$ cat src/rtl/ring_out_arbiter_if.sv
// Handshake/bus bundle between an output-port arbiter and its requesters/downstream link.
// The master side drives requests, packets, phase and downstream ready; the slave side is the arbiter.
interface ring_out_arbiter_if #(
    parameter int DATA_WIDTH = 64
);
    logic                  polarity;
    logic                  req_ring_even;
    logic                  req_ring_odd;
    logic                  req_pe_even;
    logic                  req_pe_odd;
    logic [DATA_WIDTH-1:0] data_ring_even;
    logic [DATA_WIDTH-1:0] data_ring_odd;
    logic [DATA_WIDTH-1:0] data_pe_even;
    logic [DATA_WIDTH-1:0] data_pe_odd;
    logic                  grant_ring_even;
    logic                  grant_ring_odd;
    logic                  grant_pe_even;
    logic                  grant_pe_odd;
    logic                  ro;
    logic                  so;
    logic [DATA_WIDTH-1:0] dout;

    modport master (
        output polarity,
        output req_ring_even, req_ring_odd, req_pe_even, req_pe_odd,
        output data_ring_even, data_ring_odd, data_pe_even, data_pe_odd,
        output ro,
        input  grant_ring_even, grant_ring_odd, grant_pe_even, grant_pe_odd,
        input  so, dout
    );

    modport slave (
        input  polarity,
        input  req_ring_even, req_ring_odd, req_pe_even, req_pe_odd,
        input  data_ring_even, data_ring_odd, data_pe_even, data_pe_odd,
        input  ro,
        output grant_ring_even, grant_ring_odd, grant_pe_even, grant_pe_odd,
        output so, dout
    );
endinterface

$ cat src/rtl/ring_out_arbiter.sv
// Ring output-port arbiter: two single-slot VC buffers filled in their internal phase, drained in their external phase.
// Optional macro RING_PRIORITY_EN: ring input always wins contention instead of per-VC round-robin.
module ring_out_arbiter #(
    parameter int DATA_WIDTH = 64
) (
    input logic                clk,
    input logic                rst,
    ring_out_arbiter_if.slave  io_bus
);

    logic [DATA_WIDTH-1:0] r_buf_even;
    logic [DATA_WIDTH-1:0] r_buf_odd;
    logic                  r_full_even;
    logic                  r_full_odd;

    logic                  w_pe_pref_even;
    logic                  w_pe_pref_odd;
    logic [1:0]            w_grant_even;   // {ring, pe}
    logic [1:0]            w_grant_odd;    // {ring, pe}
    logic                  w_ve_full;
    logic                  w_so;
    logic [DATA_WIDTH-1:0] w_dout;

    // Picks one requester of a VC; pe_pref breaks a tie in favour of the PE.
    function automatic logic [1:0] f_arbitrate(
        input logic req_ring,
        input logic req_pe,
        input logic pe_pref
    );
        logic [1:0] grant;
        grant = 2'b00;
        if (req_ring && req_pe) begin
            grant = pe_pref ? 2'b01 : 2'b10;
        end else if (req_ring) begin
            grant = 2'b10;
        end else if (req_pe) begin
            grant = 2'b01;
        end else begin
            grant = 2'b00;
        end
        return grant;
    endfunction

`ifdef RING_PRIORITY_EN
    assign w_pe_pref_even = 1'b0;
    assign w_pe_pref_odd  = 1'b0;
`else
    logic r_rr_even;
    logic r_rr_odd;

    assign w_pe_pref_even = r_rr_even;
    assign w_pe_pref_odd  = r_rr_odd;

    // Round-robin pointer flips toward the loser only when a grant is issued.
    always_ff @(posedge clk) begin
        if (rst) begin
            r_rr_even <= 1'b0;
            r_rr_odd  <= 1'b0;
        end else begin
            if (w_grant_even[1]) begin
                r_rr_even <= 1'b1;
            end else if (w_grant_even[0]) begin
                r_rr_even <= 1'b0;
            end else begin
                r_rr_even <= r_rr_even;
            end
            if (w_grant_odd[1]) begin
                r_rr_odd <= 1'b1;
            end else if (w_grant_odd[0]) begin
                r_rr_odd <= 1'b0;
            end else begin
                r_rr_odd <= r_rr_odd;
            end
        end
    end
`endif

    // Only the internal VC may grant, and only into an empty buffer.
    always_comb begin
        w_grant_even = 2'b00;
        w_grant_odd  = 2'b00;
        if (rst) begin
            w_grant_even = 2'b00;
            w_grant_odd  = 2'b00;
        end else if (io_bus.polarity) begin
            if (!r_full_odd) begin
                w_grant_odd = f_arbitrate(io_bus.req_ring_odd, io_bus.req_pe_odd, w_pe_pref_odd);
            end else begin
                w_grant_odd = 2'b00;
            end
        end else begin
            if (!r_full_even) begin
                w_grant_even = f_arbitrate(io_bus.req_ring_even, io_bus.req_pe_even, w_pe_pref_even);
            end else begin
                w_grant_even = 2'b00;
            end
        end
    end

    // The external VC is even when polarity=1, odd otherwise.
    assign w_ve_full = io_bus.polarity ? r_full_even : r_full_odd;
    assign w_so      = ~rst & io_bus.ro & w_ve_full;
    assign w_dout    = w_so ? (io_bus.polarity ? r_buf_even : r_buf_odd) : {DATA_WIDTH{1'b0}};

    // Buffer fill on grant, release on accepted send; the two never coincide for one VC.
    always_ff @(posedge clk) begin
        if (rst) begin
            r_buf_even  <= {DATA_WIDTH{1'b0}};
            r_buf_odd   <= {DATA_WIDTH{1'b0}};
            r_full_even <= 1'b0;
            r_full_odd  <= 1'b0;
        end else begin
            if (w_grant_even[1]) begin
                r_buf_even  <= io_bus.data_ring_even;
                r_full_even <= 1'b1;
            end else if (w_grant_even[0]) begin
                r_buf_even  <= io_bus.data_pe_even;
                r_full_even <= 1'b1;
            end else if (w_so && io_bus.polarity) begin
                r_full_even <= 1'b0;
            end else begin
                r_full_even <= r_full_even;
            end

            if (w_grant_odd[1]) begin
                r_buf_odd  <= io_bus.data_ring_odd;
                r_full_odd <= 1'b1;
            end else if (w_grant_odd[0]) begin
                r_buf_odd  <= io_bus.data_pe_odd;
                r_full_odd <= 1'b1;
            end else if (w_so && !io_bus.polarity) begin
                r_full_odd <= 1'b0;
            end else begin
                r_full_odd <= r_full_odd;
            end
        end
    end

    assign io_bus.grant_ring_even = w_grant_even[1];
    assign io_bus.grant_pe_even   = w_grant_even[0];
    assign io_bus.grant_ring_odd  = w_grant_odd[1];
    assign io_bus.grant_pe_odd    = w_grant_odd[0];
    assign io_bus.so              = w_so;
    assign io_bus.dout            = w_dout;

endmodule

$ cat src/flat_wrapper.sv
// flat-port wrapper written by rule: the top's interface ports become plain ports
module ring_out_arbiter_flat 
#(
    parameter int DATA_WIDTH = 64
)
  (clk, rst, io_bus_polarity, io_bus_req_ring_even, io_bus_req_ring_odd, io_bus_req_pe_even, io_bus_req_pe_odd, io_bus_data_ring_even, io_bus_data_ring_odd, io_bus_data_pe_even, io_bus_data_pe_odd, io_bus_ro, io_bus_grant_ring_even, io_bus_grant_ring_odd, io_bus_grant_pe_even, io_bus_grant_pe_odd, io_bus_so, io_bus_dout);
  ring_out_arbiter_if #(.DATA_WIDTH(DATA_WIDTH)) io_bus_i ();
  input logic clk;
  input logic rst;
  input wire logic [$bits(io_bus_i.polarity)-1:0] io_bus_polarity;
  input wire logic [$bits(io_bus_i.req_ring_even)-1:0] io_bus_req_ring_even;
  input wire logic [$bits(io_bus_i.req_ring_odd)-1:0] io_bus_req_ring_odd;
  input wire logic [$bits(io_bus_i.req_pe_even)-1:0] io_bus_req_pe_even;
  input wire logic [$bits(io_bus_i.req_pe_odd)-1:0] io_bus_req_pe_odd;
  input wire logic [$bits(io_bus_i.data_ring_even)-1:0] io_bus_data_ring_even;
  input wire logic [$bits(io_bus_i.data_ring_odd)-1:0] io_bus_data_ring_odd;
  input wire logic [$bits(io_bus_i.data_pe_even)-1:0] io_bus_data_pe_even;
  input wire logic [$bits(io_bus_i.data_pe_odd)-1:0] io_bus_data_pe_odd;
  input wire logic [$bits(io_bus_i.ro)-1:0] io_bus_ro;
  output wire logic [$bits(io_bus_i.grant_ring_even)-1:0] io_bus_grant_ring_even;
  output wire logic [$bits(io_bus_i.grant_ring_odd)-1:0] io_bus_grant_ring_odd;
  output wire logic [$bits(io_bus_i.grant_pe_even)-1:0] io_bus_grant_pe_even;
  output wire logic [$bits(io_bus_i.grant_pe_odd)-1:0] io_bus_grant_pe_odd;
  output wire logic [$bits(io_bus_i.so)-1:0] io_bus_so;
  output wire logic [$bits(io_bus_i.dout)-1:0] io_bus_dout;
  assign io_bus_i.polarity = io_bus_polarity;
  assign io_bus_i.req_ring_even = io_bus_req_ring_even;
  assign io_bus_i.req_ring_odd = io_bus_req_ring_odd;
  assign io_bus_i.req_pe_even = io_bus_req_pe_even;
  assign io_bus_i.req_pe_odd = io_bus_req_pe_odd;
  assign io_bus_i.data_ring_even = io_bus_data_ring_even;
  assign io_bus_i.data_ring_odd = io_bus_data_ring_odd;
  assign io_bus_i.data_pe_even = io_bus_data_pe_even;
  assign io_bus_i.data_pe_odd = io_bus_data_pe_odd;
  assign io_bus_i.ro = io_bus_ro;
  assign io_bus_grant_ring_even = io_bus_i.grant_ring_even;
  assign io_bus_grant_ring_odd = io_bus_i.grant_ring_odd;
  assign io_bus_grant_pe_even = io_bus_i.grant_pe_even;
  assign io_bus_grant_pe_odd = io_bus_i.grant_pe_odd;
  assign io_bus_so = io_bus_i.so;
  assign io_bus_dout = io_bus_i.dout;
  ring_out_arbiter #(.DATA_WIDTH(DATA_WIDTH)) u_core (.clk(clk), .rst(rst), .io_bus(io_bus_i));
endmodule
$ cat config.mk
export PLATFORM = sky130hd
export DESIGN_NAME = ring_out_arbiter_flat
export DESIGN_NICKNAME = d
export VERILOG_FILES = /design/src/rtl/ring_out_arbiter_if.sv /design/src/rtl/ring_out_arbiter.sv /design/src/flat_wrapper.sv
export SDC_FILE = /design/constraint.sdc
export NUM_CORES = 1
export LEC_CHECK = 0
export ABC_AREA = 1
export BUFFER_PORTS_ARGS = -buffer_cell sky130_fd_sc_hd__buf_4
export CORE_MARGIN = 3
export CORE_UTILIZATION = 51
export CTS_BUF_LIST = sky130_fd_sc_hd__clkbuf_4 sky130_fd_sc_hd__clkbuf_8
export CTS_CLUSTER_SIZE = 40
export DETAILED_ROUTE_END_ITERATION = 10
export GPL_TIMING_DRIVEN = 1
export PLACE_DENSITY = 0.83
export SYNTH_ARGS = -nofsm -noshare
export SYNTH_HDL_FRONTEND = slang
export SYNTH_SLANG_ARGS = --single-unit
$ cat constraint.sdc
create_clock -name clk -period 2.6 [get_ports clk]
set_input_delay 0.78 -clock clk [delete_from_list [all_inputs] [get_ports clk]]
set_output_delay 0.78 -clock clk [all_outputs]
set_load 0.005 [all_outputs]
# Word-level counts from Yosys, hierarchy flattened
# Cells that the tools add are included.
# W data, S select, Z words.
[totals]
ff_bits = 132
input_bits = 264
out_inout_bits = 69
elab_cells = 49
[op_classes]
muxes = 31
bitwise_logic = 3
n_reduce_logical = 9
[ops]
columns = ["cell", "count"]
rows = [
  ["$mux W64", 6],
  ["$mux W2", 12],
  ["$mux W1", 13],
  ["$reduce_bool A3 Y1", 2],
  ["$logic_and A1 B1 Y1", 4],
  ["$reduce_bool A2 Y1", 2],
  ["$and A1 B1 Y1", 2],
  ["$logic_not A1 Y1", 1],
  ["$not A1 Y1", 1],
]

# Longest topological paths before layout
[logic_depth]
ltp_word = 8
depth_mapped = 10
ltp_nobuf = 8

# Worst setup path before layout
# No wires, ideal clock.
[synth_path]
kind = "input-to-output"
startpoint = "input port io_bus_polarity"
endpoint = "output port io_bus_dout[23]"
t_arrival_ns = 1.564
required_ns = 1.820
path_slack_ns = 0.256
stages = 6
n_path_buf = 3
path_cell_list = "buf_6 -> buf_2 -> buf_1 -> nor2_1 -> a21oi_1 -> nor2_1"
[synth_via]
elab_chain_len = 3
elab_cells_between_ends = 4
classes_between = "mux (3); bitwise (1)"
[synth_lines]
columns = ["item", "line_no", "rtl"]
rows = [
  ["start: declaration", "flat_wrapper.sv:10", "input wire logic [$bits(io_bus_i.polarity)-1:0] io_bus_polarity;"],
  ["$mux W1", "ring_out_arbiter.sv:101", "assign w_ve_full = io_bus.polarity ? r_full_even : r_full_odd;"],
  ["$and A1 B1 Y1", "ring_out_arbiter.sv:102", "assign w_so = ~rst & io_bus.ro & w_ve_full;"],
  ["$mux W64 (*)", "ring_out_arbiter.sv:103", "assign w_dout = w_so ? (io_bus.polarity ? r_buf_even : r_buf_odd) : {DATA_WIDTH{1'b0}};"],
  ["end: declaration", "flat_wrapper.sv:25", "output wire logic [$bits(io_bus_i.dout)-1:0] io_bus_dout;"],
]
# Mark *: on every way between the ends. The rest lies on a longest branch, timed or not.

# Worst setup path after layout
[layout_path]
startpoint = "input port io_bus_polarity"
endpoint = "output port io_bus_dout[13]"
# The elaborated chain is that of the path after synthesis.

==> results.yml <==
floorplanning:
  io_pins: 333
  chipHeight_um: 135.6
  die_x_um: 135.6
  std_cell_rows: 46
  core_region_area_sq_mm: 0.01617
  fp.dieArea_sq_mm: 0.01837
  floorplan.initialDensity_pct: 52.92
timing:
  setup_viol: 0
  timing_hold_violations_final: 0
  totalNegativeSetupSlack_ns: 0
  final.period_utilization_pct: 99.79
  finalMaxSlewViolations: 0
  max_slew.worst_pin.slew_ns: 0.9738
  final_period_minus_worst_setup_slack_ns: 2.595
  grt_setup_unrepaired: "yes"
  final.setup_skew_ns: 0.01271
  slew_headroom_pct: 35.08
  max_freq_mhz: 385.4
power:
  power_density_over_cell_area_mw_per_mm2: 461.5
  vdd_drop_max_uv: 317.7
  power.leakage_nw: 6.731
  power.total_mw: 5.402
finish:
  post-route-cell-area_sq_mm: 0.01171
  postLayoutCoreUtil_pct: 72.38
  fill_cells: 1449
  syn2layout_area_growth_pct: 36.76
  diodes: 0
  final-instance-count-excl-fill: 2059
  fin_nets: 2094
  area_of_combinational_cells_with_multiple_inputs_sq_mm: 0.004752
  post_route_cells_drive_above_1_share_pct: 23.22
  seq_area_sq_mm: 0.002643
detailed_routing:
  postRouteWirelength_um: 26840
  routedWlPerCell_um: 13.03
  drt.antenna.violating_nets: 0
  first_iter_violations: 695
  detailroute.via_count: 9638
  drc_errors: 0
  detail_route.first_pass.iterations: 6
  detail_route.vias_per_cell: 4.681
logic_synthesis:
  postSynthRegisterBits: 132
  postSynthNetCount: 1826
  synth_cell_type_count: 19
  syn-instance-count: 1562
  syn-mean-instance-area_sq_um: 5.480
  synth_seq_area_share_pct: 30.87
  synthesis.area_sq_mm: 0.008559
  synthesis.yosys.warnings: 0
clock_tree:
  cts.sinks: 132
  htreeDepth: 4
  numCtsBuffers: 17
  cts-root-buf: "clkbuf_8"
  cts_tree: "built"
  cts.repair_timing.setup_buffer_count: 0
  clkSlewWorstSetupHoldPaths_ns: 0.07
  clock_insertion_delay_worst_skew_ns: 0.44
  ctsLongestPathBuffers: 2
global_route:
  globalRoute.totalOverflow: 0
  grt_antenna_before_repair: 0
  track_usage_pct: 27.27
  grt_pass1_vias: 8549
  grt_first_pass_wirelength_um: 40770
  maximum_number_of_pins_on_one_net_before_global_route_repair: 105
setup_path:
  r2r_cells: 6
  timing.setup.critical_path_class: "in2out"
  crit_path_start_kind: "primary input"
  worstPathArrival_ns: 1.81
  critPathMaxFanout: 16
  cp_data_required_time_ns: 1.82
  crit_path_end_kind: "output port"
placement:
  dp.final_hpwl_um: 17960
  gp_congestion: 0.8257
  placedInstanceArea_sq_mm: 0.01112
  port_buffer_count: 332
  dp_cell_count: 2024
worst_hold_path:
  min_path_type: "reg2reg"
  hold_depth: 2
outcome:
  status: "finished clean"
run:
  drv_cap: 0
repair_timing:
action,in CTS,in global routing
endpoints found under the hold margin,0,0
pin swaps,0,0
resized for setup,1,31
setup endpoints to repair,34,45
hold buffers,0,0
cloned,0,3
path summary, 6_finish.rpt:
path                                        start                                 to  slack (ns)
setup / recovery                  io_bus_polarity                    io_bus_dout[13]       0.005
hold / removal      u_core.r_rr_even$_SDFFE_PP0P_      u_core.r_rr_even$_SDFFE_PP0P_        0.50
hold reg to reg     u_core.r_rr_even$_SDFFE_PP0P_      u_core.r_rr_even$_SDFFE_PP0P_        0.50
setup reg to reg  u_core.r_full_even$_SDFFE_PP0P_  u_core.r_buf_even[5]$_SDFFE_PP0P_        0.80
worst max-delay path: stages:
cell,delay (ns)
buf_4,0.17
o21ai_4,0.38
clkbuf_16,0.28
nor2_1,0.06
buf_4,0.13
placed cells by master (no fill, tap or decap), drive strengths merged, types with 3 or more instances in the layout:
| master | netlist | routed |
|---|---|---|
| nand3b | 64 | 64 |
| clkinvlp | 0 | 3 |
| clkbuf | 27 | 26 |
| o21ai | 3 | 3 |
| buf | 77 | 350 |
| a21oi | 67 | 67 |
| bufinv | 0 | 3 |
| nand3 | 68 | 68 |
| nand2 | 395 | 395 |
| nor2 | 518 | 518 |
| inv | 209 | 209 |
| clkinv | 0 | 3 |
| dfxtp | 132 | 132 |
per-layer routing:
layer | wire length [um] | track usage (%) | part of all wire [%]
met3 | 1878 | 6.612 | 7.0
met1 | 11140 | 33.67 | 42
met4 | 596 | 7.895 | 2.2
met2 | 13220 | 47.29 | 49
met5 | 0 | 0 | 0
report_power, final:
group          internal, mW  switching [mW]
Sequential             2.19          0.0657
Combinational         0.625           0.675
Clock                  1.04           0.811
synth_stat cells, drive strengths merged:
cell type  number  area share (%)
o31ai           2            0.18
nand3          68             4.1
nand3b         64             5.6
o21ai           3            0.18
dfxtp         132              31
buf            77             4.6
clkbuf         27             1.2
a21oi          67             3.9
nand2         395              17
nor2          518              23
inv           209             9.2
layout make-up:
type                       count  area share (%)
timing repair buffer         353           24.22
tap                          216           2.309
multi-input combinational   1117           40.59
clock inverter                 9           1.090
clock buffer                  23           2.490
sequential                   132           22.57
inverter                     209           6.723
per-stage QoR:
step,hold slack (ns),setup WS [ns]
after global routing,0.5188,-0.04537
after floorplan,0.4578,0.2563
after detailed placement,0.4893,-0.03999
final,0.5037,0.005330
after CTS,0.5051,0.03213
after global placement,0.4705,-0.02765
cells by family (layout without fill, tap and decap cells):
| kind of cell | Yosys count | count (layout) | share of synthesized area (%) |
|---|---|---|---|
| DFF | 132 | 132 | 30.87 |
| and+or+nand+nor | 1045 | 1045 | 49.92 |
| AOI/OAI and AO/OA | 72 | 72 | 4.268 |
| buffers and inverters | 313 | 594 | 14.94 |
sequential cells by signal, summed over array words and instances, names as in the netlist:
| register | flops |
|---|---|
| u_core.r_full_odd | 1 |
| u_core.r_rr_odd | 1 |
| u_core.r_buf_odd | 64 |
| u_core.r_rr_even | 1 |
| u_core.r_full_even | 1 |
| u_core.r_buf_even | 64 |
No activity file was read; power rests on OpenSTA's default activity.
